$ cat src/rtl/lsu_mem_ctrl.sv
// Load/store unit: one outstanding word-aligned memory access with lane steering and load extension.
// Optional macro LSU_MISALIGN_TRAP_EN faults misaligned half/word accesses instead of aligning them down.
module lsu_mem_ctrl #(
  parameter int unsigned TIMEOUT = 1024,
  parameter int unsigned CNT_W   = 11
) (
  input  logic        clk,
  input  logic        rst,
  input  logic        in_valid,
  output logic        in_ready,
  input  logic [31:0] in_addr,
  input  logic        in_wen,
  input  logic [31:0] in_wdata,
  input  logic [1:0]  in_size,
  input  logic        in_unsigned,
  output logic        out_valid,
  input  logic        out_ready,
  output logic [31:0] out_rdata,
  output logic        out_fault,
  output logic        mem_req_valid,
  input  logic        mem_req_ready,
  output logic [31:0] mem_addr,
  output logic        mem_wen,
  output logic [31:0] mem_wdata,
  output logic [7:0]  mem_wmask,
  input  logic        mem_resp_valid,
  input  logic [31:0] mem_resp_rdata
);

  typedef enum logic [1:0] {IDLE, REQ, WAIT, RESP} state_t;

  state_t           state;
  logic [CNT_W-1:0] cnt;
  logic [1:0]       off_q;
  logic [1:0]       size_q;
  logic             uns_q;
  logic             wen_q;

  logic [1:0]       off_c;
  logic [31:0]      wdata_c;
  logic [7:0]       wmask_c;
  logic             trap_c;

  // Effective lane offset: halves align to 2 bytes, words to 4.
  always_comb begin
    off_c   = 2'b00;
    wdata_c = in_wdata;
    wmask_c = 8'h0F;
    case (in_size)
      2'b00: begin
        off_c   = in_addr[1:0];
        wdata_c = {4{in_wdata[7:0]}};
        wmask_c = 8'(8'h01 << in_addr[1:0]);
      end
      2'b01: begin
        off_c   = {in_addr[1], 1'b0};
        wdata_c = {2{in_wdata[15:0]}};
        wmask_c = 8'(8'h03 << {in_addr[1], 1'b0});
      end
      default: ;
    endcase
  end

`ifdef LSU_MISALIGN_TRAP_EN
  assign trap_c = ((in_size == 2'b01) && in_addr[0]) ||
                  (in_size[1] && (in_addr[1:0] != 2'b00));
`else
  assign trap_c = 1'b0;
`endif

  function automatic logic [31:0] extend(input logic [31:0] raw, input logic [1:0] off,
                                         input logic [1:0] size, input logic uns);
    logic [31:0] s;
    s = raw >> {off, 3'b000};
    case (size)
      2'b00:   extend = uns ? {24'h0, s[7:0]}  : {{24{s[7]}}, s[7:0]};
      2'b01:   extend = uns ? {16'h0, s[15:0]} : {{16{s[15]}}, s[15:0]};
      default: extend = s;
    endcase
  endfunction

  always_ff @(posedge clk or posedge rst) begin
    if (rst) begin
      state         <= IDLE;
      cnt           <= '0;
      off_q         <= 2'b00;
      size_q        <= 2'b00;
      uns_q         <= 1'b0;
      wen_q         <= 1'b0;
      in_ready      <= 1'b0;
      out_valid     <= 1'b0;
      out_rdata     <= 32'h0;
      out_fault     <= 1'b0;
      mem_req_valid <= 1'b0;
      mem_addr      <= 32'h0;
      mem_wen       <= 1'b0;
      mem_wdata     <= 32'h0;
      mem_wmask     <= 8'h00;
    end else begin
      case (state)
        IDLE: begin
          if (in_valid && in_ready) begin
            in_ready  <= 1'b0;
            off_q     <= off_c;
            size_q    <= in_size;
            uns_q     <= in_unsigned;
            wen_q     <= in_wen;
            mem_addr  <= {in_addr[31:2], 2'b00};
            mem_wen   <= in_wen;
            mem_wdata <= wdata_c;
            mem_wmask <= in_wen ? wmask_c : 8'h00;
            if (trap_c) begin
              out_valid <= 1'b1;
              out_fault <= 1'b1;
              out_rdata <= 32'h0;
              state     <= RESP;
            end else begin
              mem_req_valid <= 1'b1;
              state         <= REQ;
            end
          end else begin
            in_ready <= 1'b1;
          end
        end
        REQ: begin
          if (mem_req_ready) begin
            mem_req_valid <= 1'b0;
            cnt           <= '0;
            state         <= WAIT;
          end
        end
        WAIT: begin
          // A response in the final counted cycle still wins over the timeout.
          if (mem_resp_valid) begin
            out_rdata <= wen_q ? 32'h0 : extend(mem_resp_rdata, off_q, size_q, uns_q);
            out_fault <= 1'b0;
            out_valid <= 1'b1;
            state     <= RESP;
          end else if ((TIMEOUT != 0) && (cnt == CNT_W'(TIMEOUT - 1))) begin
            out_rdata <= 32'h0;
            out_fault <= 1'b1;
            out_valid <= 1'b1;
            state     <= RESP;
          end else begin
            cnt <= cnt + 1'b1;
          end
        end
        RESP: begin
          if (out_ready) begin
            out_valid <= 1'b0;
            in_ready  <= 1'b1;
            state     <= IDLE;
          end
        end
        default: state <= IDLE;
      endcase
    end
  end

endmodule

$ cat config.mk
export PLATFORM = sky130hd
export DESIGN_NAME = lsu_mem_ctrl
export DESIGN_NICKNAME = d
export VERILOG_FILES = /design/src/rtl/lsu_mem_ctrl.sv
export SDC_FILE = /design/constraint.sdc
export NUM_CORES = 1
export LEC_CHECK = 0
export ABC_AREA = 1
export BUFFER_PORTS_ARGS = -buffer_cell sky130_fd_sc_hd__buf_2
export CORE_ASPECT_RATIO = 1.5
export CORE_MARGIN = 2
export CORE_UTILIZATION = 42
export CTS_CLUSTER_DIAMETER = 60
export CTS_CLUSTER_SIZE = 20
export DETAILED_ROUTE_END_ITERATION = 10
export PLACE_DENSITY = 0.75
export SKIP_LAST_GASP = 1
export SLEW_MARGIN = 20
export SYNTH_ARGS = -nofsm -noshare
export SYNTH_HDL_FRONTEND = slang
export SYNTH_SLANG_ARGS = --single-unit
$ cat constraint.sdc
create_clock -name clk -period 4.3 [get_ports clk]
set_clock_uncertainty 0.2 [all_clocks]
set_input_delay 0.645 -clock clk [delete_from_list [all_inputs] [get_ports clk]]
set_output_delay 0.645 -clock clk [all_outputs]
set_load 0.02 [all_outputs]
==> results.sh, run 1 <==
export IMPL_setup_viol=0
export IMPL_synth_compound_area_share_pct=8.531
export IMPL_synth_xor_area_share_pct=0.2885
export IMPL_met2_usage_pct=35.99
export IMPL_crit_path_end_kind="flop"
export IMPL_clk_latency_ns=0.41
export IMPL_wl_per_cell_microns=14.08
export IMPL_slew_headroom_pct=44.31
export IMPL_fin_crit_sh_pct=57.08
export IMPL_vias=5777
export IMPL_path_cells="inv_2, nand2_1, nand3_2, nand3_4, nand3_4, nand2_1, nand2_1"
export IMPL_peakVddDrop_v=0.0003687
export IMPL_hold_buffers=0
export IMPL_ios=215
export IMPL_post_cts_resized=0
export IMPL_grt_overflow_total=0
export IMPL_synthCells=782
export IMPL_final_cell_area_sq_um=7774
export IMPL_synth_seq_cells=121
export IMPL_vias_per_cell=4.892
export IMPL_place_gp_congestion=0.8586
export IMPL_grt_max_degree=80
export IMPL_synth_area_sq_um=6072
export IMPL_clkTransAtPathRegs_ns=0.06
export IMPL_initial_core_util_pct=43.19
export IMPL_clock_sinks=121
export IMPL_drive_above_1_share_pct=27.02
export IMPL_max_freq_mhz=407.4
export IMPL_postCtsSetupRepairBufs=0
export IMPL_rsz0062_at_grt="false"
export IMPL_critPathLaunchType="flop"
export IMPL_powerDensity_nw_per_um2=778.6
export IMPL_rows=53
export IMPL_multi_input_area_sq_um=2673
export IMPL_grt_pass1_wl_mm=26.47
export IMPL_cts_max_level=4
export IMPL_die_area_sq_um=15460
export IMPL_crit_slowest_cell="dfrtp_1"
export IMPL_post_route_min_period_ns=2.455
export IMPL_synthMuxAreaShare_pct=0
export IMPL_met3_usage_pct=5.030
export IMPL_areaGrowthSynthToFinish_pct=28.02
export IMPL_ys_seq_area_share_pct=49.87
export IMPL_p_leak_nw=4.240
export IMPL_arrival_ns=2.55
export IMPL_synth_simple_gate_area_share_pct=33.51
export IMPL_root_buffer="clkbuf_16"
export IMPL_die_y_microns=151.3
export IMPL_finalPower_mw=6.052
export IMPL_synth_top_family_by_area="simple AND/OR/NAND/NOR gates"
export IMPL_path_buf_inv=1
export IMPL_critical_path_most_common_cell="nand2_1"
export IMPL_track_usage_pct=21.78
export IMPL_antenna_found_initial=0
export IMPL_place_hpwl_mm=12.01
export IMPL_cp_required_ns=4.39
export IMPL_max_stage_delay_ns=0.81
export IMPL_dr_first_iter_drc_count=189
export IMPL_place_area_sq_um=7161
export IMPL_totalWireLength_mm=16.63
export IMPL_yosys_cell_types_count=35
export IMPL_core_sq_um=14060
export IMPL_setup_tns_ns=0
export IMPL_ant_nets=0
export IMPL_area_sequential_sq_um=3028
export IMPL_drtPass1Iterations=5
export IMPL_drc=0
export IMPL_worstSetupPathType="reg2reg"
export IMPL_worst_slew_pin_slew_ns=0.8353
export IMPL_io_buffers=208
export IMPL_outcome="complete, no violations"
export IMPL_cts_tree="done"
export IMPL_path_max_fanout=41
export IMPL_die_w_microns=102.2
export IMPL_clk_path_buf_depth=2
export IMPL_crit_family="simple AND/OR/NAND/NOR gates"
export IMPL_layout_nets=1088
export IMPL_cts_made_buffers=17
export IMPL_use_met1_pct=27.74
export IMPL_grt_busiest_layer="met2"
export IMPL_fillers=1421
export IMPL_hold_viol=0
export IMPL_synth_warnings=0
export IMPL_worst_hold_path_type="in2async"
export IMPL_grt_pass1_vias=5421
export IMPL_syn_avg_cell_area_sq_um=7.765
export IMPL_drv_cap=0
export IMPL_final_max_slew_viol_count=0
export IMPL_synth_adder_area_share_pct=1.236
[cell usage in the layout (no fill, tap or decap), drive strengths merged]
cell / n
nor2: 46
a21oi: 30
nand2: 364
o21a: 7
o21ai: 32
clkinvlp: 2
or2: 2
buf: 212
ha: 6
a2bb2oi: 15
diode: 1
and2: 7
nor3b: 1
clkbuf: 18
xnor2: 2
nand3: 65
conb: 6
inv: 36
bufinv: 3
clkinv: 7
a22o: 1
nand4: 3
a21o: 1
o211ai: 1
dfrtp: 121
[through the flow]
stage | utilization [%] | hold slack [ns] | worst slack, ns | instances
6_report | 55.30 | 0.1338 | 1.845 | 1181
2_1_floorplan | - | 0.2530 | 0.2408 | 787
3_5_place_dp | 50.93 | 0.2530 | 1.884 | 1149
5_1_grt | 55.28 | 0.1828 | 1.638 | 1180
3_3_place_gp | 50.93 | 0.2482 | 1.946 | 1149
4_1_cts | 55.28 | 0.1570 | 1.874 | 1180
[layer usage]
| layer | vias up | share of wire (%) |
|---|---|---|
| met2 | 210 | 51 |
| met3 | 24 | 5.9 |
| met4 | 0 | 2.0 |
| met5 | - | 0 |
| li1 | 2864 | - |
| met1 | 2679 | 41 |
[worst paths after layout]
kind	from	to	slack, ns	depth (start not counted)
setup / recovery	off_q[0]	out_rdata[31]	1.85	7
min in group clk	in_addr[18]	mem_addr[18]	0.22	3
hold reg to reg	out_rdata[0]	out_rdata[0]	0.26	2
hold / removal	rst	mem_addr[27]	0.13	2
setup reg to reg	off_q[0]	out_rdata[31]	1.85	7
max in group asynchronous	rst	cnt[6]	2.97	3
[synthesized netlist by cell type, drive strengths merged]
cell type  count  area (sq um)
dfrtp        121          3028
o21ai         32         160.1
o21a           7         52.55
conb           1         3.750
o211ai         1         7.510
inv           34         130.1
or2            2         12.52
clkbuf        10         37.54
a22o           1         8.760
nor3b          1         7.510
nor2          46         210.2
nand3         65         365.4
nand2        364          1376
clkinv         1         3.750
xnor2          2         17.52
and2           7         43.79
ha             6         75.07
a21oi         30         150.1
buf           32         224.0
a21o           1         7.510
nand4          3         18.77
a2bb2oi       15         131.4
[report_power, final]
group          internal (mW)  switching, mW
registers               1.63          0.338
logic                  0.876           1.73
clock network          0.930          0.544
total                   3.44           2.61
[worst register-to-register path, cell delays in order (launching register included)]
cell	delay, ns
dfrtp_1	0.81
inv_2	0.48
nand2_1	0.21
nand3_2	0.11
nand3_4	0.17
nand3_4	0.19
nand2_1	0.12
nand2_1	0.05
[cell type report]
cell class | instances | area share, %
Clock inverter | 13 | 2.205
Tap cell | 192 | 3.090
Clock buffer | 18 | 5.649
Inverter | 35 | 1.754
Antenna cell | 1 | 0.03219
Multi-Input combinational cell | 589 | 34.38
Sequential cell | 121 | 38.95
Timing Repair Buffer | 212 | 13.94
[sequential cells by signal, indices dropped and copies added, names as in the netlist]
name           cells
mem_wdata         32
out_rdata         32
mem_addr          30
cnt               11
mem_wmask          4
off_q              2
size_q             2
state              2
in_ready           1
mem_req_valid      1
out_fault          1
out_valid          1
uns_q              1
wen_q              1
[cells by family after synthesis]
group           Yosys count
simple gates            488
flops                   121
compound gates           87
buf+inv                  77
fa+ha+maj                 6
xor+xnor                  2
other cells               1
Power figures use the tool's default switching activity.
==> run 2, diff against run 1 <==
--- a/config.mk
+++ b/config.mk
@@ -13,7 +13,7 @@
 export CTS_CLUSTER_DIAMETER = 60
 export CTS_CLUSTER_SIZE = 20
 export DETAILED_ROUTE_END_ITERATION = 10
-export PLACE_DENSITY = 0.75
+export PLACE_DENSITY = 0.72
 export SKIP_LAST_GASP = 1
 export SLEW_MARGIN = 20
 export SYNTH_ARGS = -nofsm -noshare
==> constraint.sdc (replaced) <==
create_clock -name clk -period 2.3 [get_ports clk]
set_clock_uncertainty 0.2 [all_clocks]
set_input_delay 0.345 -clock clk [delete_from_list [all_inputs] [get_ports clk]]
set_output_delay 0.345 -clock clk [all_outputs]
set_load 0.02 [all_outputs]
==> run 2 against run 1 <==
  * Via count grew 4.6%
  * Critical path depth grew 2
  * Design area grew 7.5%
  * Critical endpoint is now out_rdata[22]
==> results.sh, run 2 (same netlist as run 1, synthesis figures left out) <==
export IMPL_clk_path_buf_depth=2
export IMPL_post_cts_resized=0
export IMPL_crit_path_end_kind="flop"
export IMPL_setup_viol=0
export IMPL_die_w_microns=102.2
export IMPL_io_buffers=208
export IMPL_clkTransAtPathRegs_ns=0.06
export IMPL_post_route_min_period_ns=2.067
export IMPL_place_area_sq_um=7269
export IMPL_grt_overflow_total=0
export IMPL_crit_slowest_cell="dfrtp_1"
export IMPL_final_cells=1239
export IMPL_netSwitchingPower_mw=4.969
export IMPL_drive_above_1_share_pct=26.55
export IMPL_slew_headroom_pct=54.87
export IMPL_worst_hold_path_type="in2reg"
export IMPL_p_comb_share_pct=44.6
export IMPL_layout_nets=1147
export IMPL_worst_slew_pin_slew_ns=0.6744
export IMPL_cts_max_level=4
export IMPL_die_y_microns=151.3
export IMPL_die_area_sq_um=15460
export IMPL_place_hpwl_mm=12.29
export IMPL_ios=215
export IMPL_place_gp_congestion=0.8823
export IMPL_cts_tree="done"
export IMPL_final_common_cell="nand2_1"
export IMPL_fin_ws_ns=0.2333
export IMPL_max_stage_delay_ns=0.46
export IMPL_peakVddDrop_v=0.0007206
export IMPL_final_cell_area_sq_um=8358
export IMPL_antenna_found_initial=0
export IMPL_track_usage_pct=23.56
export IMPL_clock_sinks=121
export IMPL_outcome="complete, no violations"
export IMPL_totalWireLength_mm=17.97
export IMPL_intPower_mw=6.581
export IMPL_areaGrowthSynthToFinish_pct=37.65
export IMPL_root_buffer="clkbuf_16"
export IMPL_clk_latency_ns=0.40
export IMPL_switching_share_pct=43.02
export IMPL_core_sq_um=14060
export IMPL_arrival_ns=2.16
export IMPL_fin_crit_sh_pct=89.86
export IMPL_num_antenna_cells=0
export IMPL_dr_first_iter_drc_count=282
export IMPL_grt_max_degree=64
export IMPL_cts_made_buffers=17
export IMPL_rsz0062_at_grt="false"
export IMPL_p_seq_share_pct=31.5
export IMPL_wl_per_cell_microns=14.50
export IMPL_rows=53
export IMPL_ant_nets=0
export IMPL_drtPass1Iterations=5
export IMPL_path_cells="ha_1, inv_2, nor2_4, nand3_2, nor2_4, nor2_2, buf_4, nand2_1, nand2_1"
export IMPL_numPlacedInstances=1160
export IMPL_drc=0
export IMPL_max_freq_mhz=483.9
export IMPL_reg_top3="mem_wdata: 32 flops, out_rdata: 32 flops, mem_addr: 30 flops"
export IMPL_cp_required_ns=2.39
export IMPL_grt_pass1_wl_mm=28.53
export IMPL_worstSetupPathType="reg2reg"
export IMPL_initial_core_util_pct=43.19
export IMPL_critPathLaunchType="flop"
export IMPL_drv_cap=0
export IMPL_grt_pass1_vias=5846
export IMPL_clock_power_share_pct=23.9
export IMPL_vias_per_cell=4.878
export IMPL_path_max_fanout=32
export IMPL_hold_viol=0
export IMPL_setup_tns_ns=0
export IMPL_final_max_slew_viol_count=0
export IMPL_p_leak_nw=4.505
export IMPL_r2r_slack_ns=0.23
export IMPL_powerDensity_nw_per_um2=1382
export IMPL_layout_common_cells="362 x nand2_1, 208 x buf_2, 121 x dfrtp_1, 59 x nand3_1, 48 x dlygate4sd3_1"
export IMPL_pre_cts_ws_ns=0.2645
export IMPL_vias=6044
==> run 2: cell count changes in the layout (fill, tap and decap cells not counted), sizes merged <==
cell	change
diode	-1
dlygate4sd3	+48
buf	+11
==> run 2: worst paths after layout <==
path / start / cells past startpoint / end
worst min-delay path: in_wdata[15] / 3 / mem_wdata[15]
worst min register to register: out_rdata[0] / 2 / out_rdata[0]
worst max register to register: cnt[0] / 9 / out_rdata[22]
min in group asynchronous: rst / 3 / in_ready
worst max-delay path: cnt[0] / 9 / out_rdata[22]
max in group asynchronous: rst / 4 / out_rdata[28]
==> run 2: area by class of cell <==
type,count,area (sq um)
Fill cell,1293,5700
Sequential cell,121,3028
Multi-Input combinational cell,589,2673
Timing Repair Buffer,271,1672
Clock buffer,18,439.2
Tap cell,192,240.2
Clock inverter,13,168.9
Inverter,35,137.6
==> run 2: per-layer routing <==
metal | global-route usage [%] | part of all wire [%] | vias to the layer above
met1 | 28.40 | 40 | 2785
met3 | 5.676 | 7.2 | 31
met4 | 9.000 | 2.2 | 0
met5 | 0 | 0 | -
met2 | 40.39 | 51 | 247
li1 | - | - | 2981
==> run 2: timing repair <==
item,4_1_cts,5_1_grt
hold buffers,48,0
buffers inserted,0,0
hold endpoints to repair,58,0
==> run 2: worst max-delay path: cells and delay by family, from the launching register on <==
kind | cells | cell delay [ns]
adders and majority gates | 1 | 0.35
buffers and inverters | 2 | 0.32
DFF | 1 | 0.46
and+or+nand+nor | 6 | 0.62
==> run 2: power by group through the flow <==
stage	Combinational (mW)	Clock [mW]	Sequential, mW
final	5.15	2.77	3.64
after global routing	5.72	2.92	3.75
after CTS	5.17	2.81	3.64
after detailed placement	5.11	0	3.63
after global placement	5.02	0	3.64
after floorplan	2.54	0	4.62
==> run 2: through the flow <==
step | hold WS (ns) | total power, mW | utilization, %
5_1_grt | 0.02672 | 12.39 | 59.45
2_1_floorplan | 0.2530 | 7.155 | -
4_1_cts | 0.007912 | 11.62 | 59.45
3_3_place_gp | 0.1538 | 8.669 | 51.71
3_5_place_dp | 0.1535 | 8.740 | 51.71
6_report | 0.02388 | 11.55 | 59.45
